--- src/rtl/pipe_hazard_ctrl.sv ---
`default_nettype none
// +--------------------------------------------------------------------------+
// | pipe_hazard_ctrl: stall/flush controller for the 5-stage RV32 pipeline.   |
// | Optional PIPE_CTRL_PERF_EN builds the stall/flush counters. Rev 1.0       |
// +--------------------------------------------------------------------------+
module pipe_hazard_ctrl #(
  parameter int FLUSH_CYCLES = 4,
  parameter int MDU_TIMEOUT  = 64
) (
  input  logic        clock,
  input  logic        reset_n,
  input  logic [4:0]  id_rs1,
  input  logic [4:0]  id_rs2,
  input  logic        id_rs1_used,
  input  logic        id_rs2_used,
  input  logic [4:0]  ex_rd,
  input  logic        ex_is_load,
  input  logic        ex_redirect,
  input  logic        ex_mdu_start,
  input  logic        mdu_done,
  input  logic        imem_ready,
  input  logic        dmem_req,
  input  logic        dmem_ready,
  output logic        pc_pause,
  output logic        if_id_pause,
  output logic        if_id_bubble,
  output logic        id_ex_pause,
  output logic        id_ex_bubble,
  output logic        ex_mem_pause,
  output logic        ex_mem_bubble,
  output logic        mem_wb_pause,
  output logic        mem_wb_bubble,
  output logic        mdu_timeout,
  output logic [31:0] stall_cnt,
  output logic [31:0] flush_cnt
);

  typedef enum logic [1:0] {
    ST_FLUSH    = 2'd0,
    ST_RUN      = 2'd1,
    ST_MDU_WAIT = 2'd2
  } state_t;

  localparam logic [3:0] FLUSH_INIT = 4'(FLUSH_CYCLES);
  localparam logic [7:0] WDOG_LAST  = 8'(MDU_TIMEOUT - 1);

  state_t     state;
  state_t     state_next;
  logic [3:0] flush_ctr;
  logic [7:0] wdog;
  logic [7:0] wdog_next;
  logic       timeout_flag;
  logic       timeout_set;

  logic dmem_freeze;
  logic load_use;
  logic pc_p, ifid_p, ifid_b, idex_p, idex_b, exmem_p, exmem_b, memwb_p, memwb_b;

  assign dmem_freeze = dmem_req & ~dmem_ready;
  assign load_use    = ex_is_load & (ex_rd != 5'd0) &
                       ((id_rs1_used & (id_rs1 == ex_rd)) |
                        (id_rs2_used & (id_rs2 == ex_rd)));

  always_comb begin
    state_next  = state;
    wdog_next   = wdog;
    timeout_set = 1'b0;
    pc_p    = 1'b0;
    ifid_p  = 1'b0;
    ifid_b  = 1'b0;
    idex_p  = 1'b0;
    idex_b  = 1'b0;
    exmem_p = 1'b0;
    exmem_b = 1'b0;
    memwb_p = 1'b0;
    memwb_b = 1'b0;

    unique case (state)
      ST_FLUSH: begin
        pc_p    = 1'b1;
        ifid_b  = 1'b1;
        idex_b  = 1'b1;
        exmem_b = 1'b1;
        memwb_b = 1'b1;
        if (flush_ctr <= 4'd1) state_next = ST_RUN;
      end

      ST_RUN: begin
        if (dmem_freeze) begin
          pc_p    = 1'b1;
          ifid_p  = 1'b1;
          idex_p  = 1'b1;
          exmem_p = 1'b1;
          memwb_b = 1'b1;
        end else if (ex_redirect) begin
          // The squashed ID instruction must not raise a load-use stall.
          ifid_b = 1'b1;
          idex_b = 1'b1;
        end else if (ex_mdu_start & ~mdu_done) begin
          pc_p       = 1'b1;
          ifid_p     = 1'b1;
          idex_p     = 1'b1;
          exmem_b    = 1'b1;
          state_next = ST_MDU_WAIT;
          wdog_next  = 8'd0;
        end else if (load_use) begin
          pc_p   = 1'b1;
          ifid_p = 1'b1;
          idex_b = 1'b1;
        end else if (~imem_ready) begin
          pc_p   = 1'b1;
          ifid_b = 1'b1;
        end
      end

      ST_MDU_WAIT: begin
        if (dmem_freeze) begin
          pc_p    = 1'b1;
          ifid_p  = 1'b1;
          idex_p  = 1'b1;
          exmem_p = 1'b1;
          memwb_b = 1'b1;
        end else if (mdu_done) begin
          state_next = ST_RUN;
        end else if (wdog == WDOG_LAST) begin
          // Watchdog expiry releases the pipeline exactly like a done cycle.
          timeout_set = 1'b1;
          state_next  = ST_RUN;
        end else begin
          pc_p      = 1'b1;
          ifid_p    = 1'b1;
          idex_p    = 1'b1;
          exmem_b   = 1'b1;
          wdog_next = wdog + 8'd1;
        end
      end

      default: state_next = ST_FLUSH;
    endcase
  end

  always_ff @(posedge clock or negedge reset_n) begin
    if (!reset_n) begin
      state        <= ST_FLUSH;
      flush_ctr    <= FLUSH_INIT;
      wdog         <= 8'd0;
      timeout_flag <= 1'b0;
    end else begin
      state <= state_next;
      wdog  <= wdog_next;
      if ((state == ST_FLUSH) && (flush_ctr != 4'd0)) flush_ctr <= flush_ctr - 4'd1;
      if (timeout_set) timeout_flag <= 1'b1;
    end
  end

  // A held register cannot also take a bubble: pause wins.
  assign pc_pause      = pc_p;
  assign if_id_pause   = ifid_p;
  assign if_id_bubble  = ifid_b & ~ifid_p;
  assign id_ex_pause   = idex_p;
  assign id_ex_bubble  = idex_b & ~idex_p;
  assign ex_mem_pause  = exmem_p;
  assign ex_mem_bubble = exmem_b & ~exmem_p;
  assign mem_wb_pause  = memwb_p;
  assign mem_wb_bubble = memwb_b & ~memwb_p;
  assign mdu_timeout   = timeout_flag;

`ifdef PIPE_CTRL_PERF_EN
  logic        redirect_taken;
  logic [31:0] stall_q;
  logic [31:0] flush_q;

  assign redirect_taken = (state == ST_RUN) & ~dmem_freeze & ex_redirect;

  always_ff @(posedge clock or negedge reset_n) begin
    if (!reset_n) begin
      stall_q <= 32'd0;
      flush_q <= 32'd0;
    end else begin
      if (pc_p && (state != ST_FLUSH)) stall_q <= stall_q + 32'd1;
      if (redirect_taken) flush_q <= flush_q + 32'd1;
    end
  end

  assign stall_cnt = stall_q;
  assign flush_cnt = flush_q;
`else
  assign stall_cnt = 32'd0;
  assign flush_cnt = 32'd0;
`endif

endmodule
`default_nettype wire

--- config.mk ---
export PLATFORM = sky130hd
export DESIGN_NAME = pipe_hazard_ctrl
export DESIGN_NICKNAME = d
export VERILOG_FILES = /design/src/rtl/pipe_hazard_ctrl.sv
export SDC_FILE = /design/constraint.sdc
export NUM_CORES = 1
export LEC_CHECK = 0
export CAP_MARGIN = 20
export CORE_MARGIN = 2
export CORE_UTILIZATION = 41
export CTS_BUF_LIST = sky130_fd_sc_hd__clkbuf_16
export CTS_CLUSTER_DIAMETER = 60
export DETAILED_ROUTE_END_ITERATION = 8
export PLACE_DENSITY = 0.95
export SLEW_MARGIN = 20
export SYNTH_ARGS = -nofsm -noshare
export SYNTH_HDL_FRONTEND = slang
export SYNTH_SLANG_ARGS = --single-unit
--- constraint.sdc ---
create_clock -name clock -period 5.1 [get_ports clock]
set_input_delay 0.765 -clock clock [delete_from_list [all_inputs] [get_ports clock]]
set_output_delay 0.765 -clock clock [all_outputs]
set_load 0.03 [all_outputs]
Yosys cells after proc, flatten, opt, wreduce, memory -nomap -nowiden --
Cells that the tools add are included.
Word-level totals: flip-flop bits (word level) 15, bits of input ports 26, output and inout bits 74, word-level logic and storage cells 95
Operators by class: multiplexer cells 52, equal/unequal tests 13, magnitude comparators 1, reductions and logical operators 8, bitwise operators 15, add/sub/neg operators 2
Operators by type and width (number):
- $mux 8 | 6
- $mux 1 | 30
- $pmux 8 s2 | 1
- $mux 2 | 7
- $ne 2x2->1 const B | 7
- $eq 5x5->1 | 2
- $pmux 1 s2 | 5
- $and 1x1->1 | 9
- $add 8x1->8 const B | 1
- $eq 8x6->1 const B | 1
- $reduce_and 7->1 | 1
- $pmux 1 s3 | 2
- $pmux 2 s3 | 1
- $reduce_and 6->1 | 1
- $not 1->1 | 5
- $reduce_bool 5->1 | 1
- $le 4x1->1 const B | 1
- $reduce_bool 4->1 | 1
- $sub 4x1->4 const B | 1
- $ne 3x3->1 const B | 1
- $eq 2x1->1 const B | 1
- $eq 2x2->1 const B | 1
- $logic_not 2->1 | 1
- $reduce_bool 2->1 | 1
- 3 further kinds | 3

Longest topological paths before layout --
Gate-level depths: netlist of the first run.
depth after elaboration 11, gate-level depth with buffers 8, depth with buffers taken out 7

Worst setup path after synthesis of the first run --
OpenSTA, ideal clock, no wires.
path kind input -> output, from in ex_rd[3], to out if_id_pause, stages 4, buffers on the path 0, arrival time 2.423 ns, slack 1.912 ns, required time 4.335 ns, cell sequence xor2_1 > nor4_1 > a32oi_1 > o41ai_1
On the way: word-level cells in the longest chain between the ends 9
RTL lines:
- start, declared | line 16 | input logic [4:0] ex_rd,
- $eq 5x5->1, on equally long branches | line 61, 62
- $and 1x1->1, on equally long branches | line 61, 62
- $or 1x1->1 | line 61 | ((id_rs1_used & (id_rs1 == ex_rd)) |
- $and 1x1->1 * | line 60 | assign load_use = ex_is_load & (ex_rd != 5'd0) &
- $mux 1 * | line 106 | end else if (load_use) begin
- $mux 1 * | line 99 | end else if (ex_mdu_start & ~mdu_done) begin
- $mux 1 * | line 95 | end else if (ex_redirect) begin
- $mux 1 * | line 89 | if (dmem_freeze) begin
- $pmux 1 s2 * | line 78 | unique case (state)
- end, declared | line 25 | output logic if_id_pause,
Mark *: on every way between the ends. The rest lies on a longest branch, timed or not.

Final worst setup path of the first run --
from in ex_rd[3], to out pc_pause
On the way: word-level cells in the longest chain between the ends 9
RTL lines:
- $eq 5x5->1, on equally long branches | line 61, 62
- $and 1x1->1, on equally long branches | line 61, 62
- $or 1x1->1 | line 61
- $and 1x1->1 * | line 60
- $mux 1 * | line 106
- $mux 1 * | line 99
- $mux 1 * | line 95
- $mux 1 * | line 89
- $pmux 1 s3 * | line 78
- end, declared | line 24 | output logic pc_pause,
Marked as above.

==> metrics.md, run 1 <==
| Metric | Value |
|---|---|
| Sw Share | 47.3% |
| CTS tree | yes |
| Die span in y | 68.2 um |
| Post-synthesis mux area share | 1.85% |
| ANT nets after route | 0 |
| XOR/XNOR Fraction of Synth Area | 5.71% |
| Top cells by count, synth | buf_4, o21ai_0, nand2_1, dfrtp_1, nor2_1 |
| Mean Syn Cell Area | 8.00 um^2 |
| Antenna cells | 0 |
| Hold buffers post-CTS | 0 |
| Pint | 0.405 mW |
| Gr usage total | 15.2% |
| Root buf cell | clkbuf_16 |
| Initial antenna violation count | 0 |
| Drt drc | 0 |
| Switching power | 0.363 mW |
| Relative slew margins | 47.6% |
| H-tree depth | 1 |
| Max cap viols | 0 |
| Core area | 3970 um^2 |
| Critical Path Start Type | input pin |
| Most numerous cell in the Yosys netlist | buf_4 |
| Cell Area, Synth | 1690 um^2 |
| Hpwl dp | 2640 um |
| Post-synthesis sequential area ratio | 22.3% |
| Worst Path Buf+Inv | 2 |
| Critical path required time | 4340 ps |
| Via Count | 1388 |
| Clock Tree Buf Depth | 2 |
| Site Rows | 23 |
| Critical Path AT | 3290 ps |
| Final net count | 280 |
| Post-synth top area cell | buf_4 |
| Most used DFF post-synth | dfrtp_1 |
| Port Buf Inserts | 34 |
| DIE WIDTH | 68.2 um |
| Initial Util | 42.5% |
| Worst Slack Setup Final | 1040 ps |
| Critical path's top delay family | buffers and inverters |
| Pwr dens | 403 nW/um^2 |
| Vias in the first global route | 1247 |
| Die area | 4650 um^2 |
| Total of warnings raised by yosys | 0 |
| Yosys reg bits | 15 |
| TritonRoute pass-1 iters | 4 |
| Status | finished, final reports clean |
| Clock Skew | 3.41 ps |
| Total Routed Length | 3210 um |
| Slowest-stage cell, CP | clkdlybuf4s50_1 |
| Drt initial violations | 54 |
| HP Class | flop to flop |
| Asr flop ratio synth | 100% |
| Largest net degree at the start of global routing | 16 |
| Clock power share | 19.5% |
| Setup TNS Final | 0 ps |
| GP Congestion | 0.863 |
| Setup violations, final | 0 |
| Max VDD drop | 0.321 mV |
| Critical path class | input pin to output port |
| GRT overflow | 0 |
| Via-per-instance ratio | 4.69 |
| Cell mode on critical path | clkdlybuf4s50_1 |
| Max FO, Critical Path | 4 |
| Simple-Gate Fraction of Synth Area | 17.3% |
| Yosys top cell area share | 28.9% |
| Crit path largest cell delay | 750 ps |
| Num ports | 100 |
| Unrepaired setup endpoints after global routing | false |
| Final Max Slew Viols | 0 |
| Netlist cell types | 43 |
| Total CTS buffers | 3 |
| Skew-Pair Late Insertion Delay | 240 ps |
| Post-synthesis compound-gate area fraction | 15.8% |
| Sequential share of power | 20.2% |
| Slew of the pin with the lowest slew margin | 781 ps |
| Setup bufs post-CTS | 0 |
| Final min period | 4060 ps |
| Fin Hold WS | 465 ps |
| Layout cells sized above 1 | 3.25% |
| CP endpoint kind | output port |
| Wire length per cell | 10.8 um |
| Synth Area in Adders | 5.19% |
| Number of synthesized flops with an enable pin | 0 |
| Setup WS pre-CTS | 1070 ps |
| Area growth syn-to-layout | 13.0% |
| First-pass GRT wire length | 5510 um |
| Combinational Power Share | 60.3% |
| Final period utilization | 79.6% |
| Post_cts resized | 0 |
| CTS clk-pin slew, worst paths | 50 ps |
| CTS Sinks | 15 |
| Dominant cells by area after synthesis | buf_4, dfrtp_1, ha_1 |
| Largest family of logic cells by synthesized area | buffers and inverters |
| Crit path cell chain | clkdlybuf4s50_1 > xor2_1 > nor4_1 > a32oi_1 > or4_1 > o311ai_0 > clkdlybuf4s50_1 |
| Final hold viol count | 0 |
| Leakage power | 0.895 nW |
| Fmax | 246 MHz |
| Post-Syn Instances | 211 |
| Filler cells | 379 |
## cells by family (layout without fill, tap and decap cells)
kind of cell | after synthesis | in the layout
muxes | 3 | 3
DFF | 15 | 15
other | 1 | 65
adders and majority gates | 7 | 7
buffers and inverters | 75 | 46
xor gates and xnor gates | 11 | 11
AOI/OAI and AO/OA | 43 | 43
and+or+nand+nor | 56 | 56
## per-layer routing
| metal | routed length, um | vias up | GRT usage, % |
|---|---|---|---|
| li1 | - | 664 | - |
| met1 | 1280 | 660 | 18.5 |
| met2 | 1680 | 62 | 27.7 |
| met3 | 241 | 2 | 3.13 |
| met4 | 10 | 0 | 3.00 |
| met5 | 0 | - | 0 |
## final cells by class
type / count / area (um^2) / area share (%)
Multi-Input combinational cell: 185 / 1020 / 53.4
Sequential cell: 15 / 377 / 19.8
Timing Repair Buffer: 34 / 340 / 17.8
Clock buffer: 3 / 75.1 / 3.94
Tap cell: 50 / 62.6 / 3.28
Inverter: 8 / 30.0 / 1.57
Clock inverter: 1 / 3.75 / 0.197
## per-stage QoR
stage | area [um^2] | std cells | power [mW] | utilization, %
after floorplan | 1930 | 275 | 0.512 | -
after global placement | 1830 | 292 | 0.605 | 46.0
after detailed placement | 1830 | 292 | 0.617 | 46.0
after CTS | 1910 | 296 | 0.770 | 48.0
after global routing | 1910 | 296 | 0.820 | 48.0
final | 1910 | 296 | 0.768 | 48.0
## placed cells by master (no fill, tap or decap), types with 4 or more instances in the layout
cell and n:
nand2_1 16, nand2b_1 5, conb_1 65, ha_1 7
a21oi_1 10, o21ai_0 17, dfrtp_1 14, clkdlybuf4s50_1 34
nand3_1 4, nor2_1 12, xor2_1 8, inv_1 9
## flip-flops by register name, summed over array words and instances (netlist names)
signal / count
state: 2
flush_ctr: 4
wdog: 8
mdu_timeout: 1
## worst paths after layout
path,startpoint,endpoint,slack [ps],cells past startpoint
max reg2reg,state[0],wdog[6],2910,7
min reg2reg,mdu_timeout,mdu_timeout,460,1
max,ex_rd[3],pc_pause,1040,7
min,mdu_timeout,mdu_timeout,460,1
max in group asynchronous,reset_n,flush_ctr[3],3720,1
min in group asynchronous,reset_n,wdog[7],940,1
## power groups by stage
stage	logic [mW]	clock network, mW	registers, mW
6_report	0.464	0.150	0.155
2_1_floorplan	0.361	0	0.151
3_5_place_dp	0.460	0	0.156
3_3_place_gp	0.451	0	0.154
5_1_grt	0.502	0.160	0.158
4_1_cts	0.463	0.152	0.154
Power figures use the tool's default switching activity.
==> run 2, diff against run 1 <==
Settings changed: CORE_UTILIZATION 41 to 38, PLACE_DENSITY 0.95 to 0.93.
Clock period 5.1 ns to 4.1 ns, I/O delays scaled along.
==> run 2 against run 1 <==
  * Critical path depth did not move
  * Global-route usage decreased by 2.9 points
  * Register-to-register slack lost 1100 ps
  * Critical endpoint unchanged
  * Final area increased by 0.13%
  * Clock power up 23%
  * Largest power group unchanged
  * First-iteration DRC count fell by 41%
==> metrics.md, run 2 (synthesized netlist as in run 1, its figures left out) <==
| Metric | Value |
|---|---|
| Max cap viols | 0 (unchanged) |
| Drt initial violations | 32 (-41%) |
| Status | finished, final reports clean |
| Worst Path Buf+Inv | 2 (unchanged) |
| Crit path cell chain | clkdlybuf4s50_1 > xor2_1 > nor4_1 > a32oi_1 > or4_1 > o311ai_0 > clkdlybuf4s50_1 |
| Crit path largest cell delay | 730 ps (-20 ps) |
| TritonRoute pass-1 iters | 4 (unchanged) |
| Critical Path Start Type | input pin |
| Drt drc | 0 (unchanged) |
| Unrepaired setup endpoints after global routing | false |
| CP endpoint kind | output port |
| Leakage power | 0.895 nW (unchanged) |
| Critical path class | input pin to output port |
| Skew-Pair Late Insertion Delay | 240 ps (about the same) |
| Final hold viol count | 0 (unchanged) |
| Largest Register | wdog |
| Largest register FFs | 8 (unchanged) |
| Via Count | 1362 (-1.9%) |
| Critical path required time | 3480 ps (-860 ps) |
| Via-per-instance ratio | 4.57 (-2.5%) |
| Most frequent cells in the layout | conb_1, clkdlybuf4s50_1, o21ai_0 |
| Final min period | 3740 ps |
| HP Class | flop to flop |
| Site Rows | 24 (+4.3%) |
| Sw Share | 47.5% (+0.21 points) |
| Layout cells sized above 1 | 3.25% (unchanged) |
| GP Congestion | 0.808 (-6.4%) |
| Largest net degree at the start of global routing | 16 (unchanged) |
| Post_cts resized | 0 (unchanged) |
| Num ports | 100 (unchanged) |
| Clock Skew | 1.51 ps (-1.90 ps) |
| Setup TNS Final | 0 ps (unchanged) |
| Slowest-stage cell, CP | clkdlybuf4s50_1 |
| Commonest non-fill, non-tap cell in the layout | conb_1 |
| Clock power share | 19.2% (-0.3 points) |
| Hold buffers post-CTS | 0 (unchanged) |
| Total CTS buffers | 3 (unchanged) |
| Max FO, Critical Path | 4 (unchanged) |
| Wire length per cell | 10.9 um (+0.57%) |
| Fmax | 267 MHz |
| Die area | 4990 um^2 (+7.4%) |
| Combinational Power Share | 60.7% (+0.4 points) |
| Setup bufs post-CTS | 0 (unchanged) |
| Root buf cell | clkbuf_16 |
| Final Cell Area | 1910 um^2 (+0.13%) |
| Antenna cells | 0 (unchanged) |
| DIE WIDTH | 70.6 um (+3.6%) |
| Final net count | 280 (unchanged) |
| Vias in the first global route | 1152 (-7.6%) |
| Gr usage total | 12.3% (-2.9 points) |
| Critical Path AT | 3130 ps (-160 ps) |
| Area growth syn-to-layout | 13.1% |
| GRT overflow | 0 (unchanged) |
| Die span in y | 70.6 um (+3.6%) |
| Placement Cell Area | 1830 um^2 (+0.14%) |
| CTS Sinks | 15 (unchanged) |
| First-pass GRT wire length | 5060 um (-8.1%) |
| Switching power | 0.456 mW (+25%) |
| H-tree depth | 1 (unchanged) |
| Pint | 0.504 mW (+24%) |
| Setup violations, final | 0 (unchanged) |
| Slew of the pin with the lowest slew margin | 844 ps (+62.1 ps) |
| Largest regs | wdog x8, flush_ctr x4, state x2 |
| Pwr dens | 503 nW/um^2 (+25%) |
| Relative slew margins | 43.4% (-4.2 points) |
| ANT nets after route | 0 (unchanged) |
| Clock Tree Buf Depth | 2 (unchanged) |
| Port Buf Inserts | 34 (unchanged) |
| Core area | 4320 um^2 (+8.9%) |
| Hpwl dp | 2670 um (+1.1%) |
| Critical path's top delay family | buffers and inverters |
| Final period utilization | 91.3% |
| Initial Util | 39.0% (-3.5 points) |
| Fin Hold WS | 459 ps (-6.19 ps) |
| CTS tree | yes |
| Total Routed Length | 3250 um (+1.2%) |
| Max VDD drop | 0.390 mV (+22%) |
| Final Max Slew Viols | 0 (unchanged) |
| CTS clk-pin slew, worst paths | 50 ps (about the same) |
| Sequential share of power | 20.1% (about the same) |
| Cell mode on critical path | clkdlybuf4s50_1 |
| Initial antenna violation count | 0 (unchanged) |
-- run 2: cell counts in the layout (fill, tap and decap cells not counted) --
No cell type changed its count.
-- run 2: power by group through the flow --
stage | Sequential [mW] | Combinational [mW] | Clock [mW]
global route | 0.196 | 0.623 | 0.196
global placement | 0.191 | 0.565 | 0
floorplan | 0.188 | 0.449 | 0
detailed placement | 0.195 | 0.577 | 0
CTS | 0.192 | 0.581 | 0.190
finish | 0.193 | 0.582 | 0.185
-- run 2: cell type report --
| class | instances | area, um^2 |
|---|---|---|
| fill | 415 | 2410 |
| multi-input combinational | 185 | 1020 |
| sequential | 15 | 377 |
| timing repair buffer | 34 | 340 |
| clock buffer | 3 | 75.1 |
| tap | 52 | 65.1 |
| inverter | 8 | 30.0 |
| clock inverter | 1 | 3.75 |
-- run 2: final timing paths --
kind | startpoint | end | slack (ps) | depth (start not counted)
max | ex_rd[3] | pc_pause | 360 | 7
min | mdu_timeout | mdu_timeout | 460 | 1
max reg2reg | state[0] | wdog[6] | 1860 | 7
min reg2reg | mdu_timeout | mdu_timeout | 460 | 1
max in group asynchronous | reset_n | flush_ctr[1] | 2900 | 1
min in group asynchronous | reset_n | wdog[6] | 780 | 1
-- run 2: stage by stage --
step	utilization (%)	instances	worst slack, ps	total power [mW]
finish	44.2	298	358	0.960
global route	44.2	298	208	1.02
CTS	44.2	298	352	0.963
detailed placement	42.3	294	353	0.772
global placement	42.3	294	445	0.756
floorplan	-	275	1210	0.637
-- run 2: worst reg2reg max path: cells and delay by family, from the launching register on --
family                   cells  cell delay, ps
AO/OA/AOI/OAI                3            1080
AND/OR/NAND/NOR              2             230
buffers and inverters        1             120
adder cells (fa/ha/maj)      1             360
flip-flops                   1             400
-- run 2: metal layers --
metal	vias to the layer above	share of wire, %	GRT usage, %
met4	0	0.40	2.73
li1	667	-	-
met5	-	0	0
met2	67	52	22.0
met3	2	7.0	3.56
met1	626	40	14.6
==> run 3, diff against run 2 <==
Settings changed: SLEW_MARGIN 20 to 25.
==> results of run 3 <==
The final DEF is identical to that of run 2; final timing and power are the same.
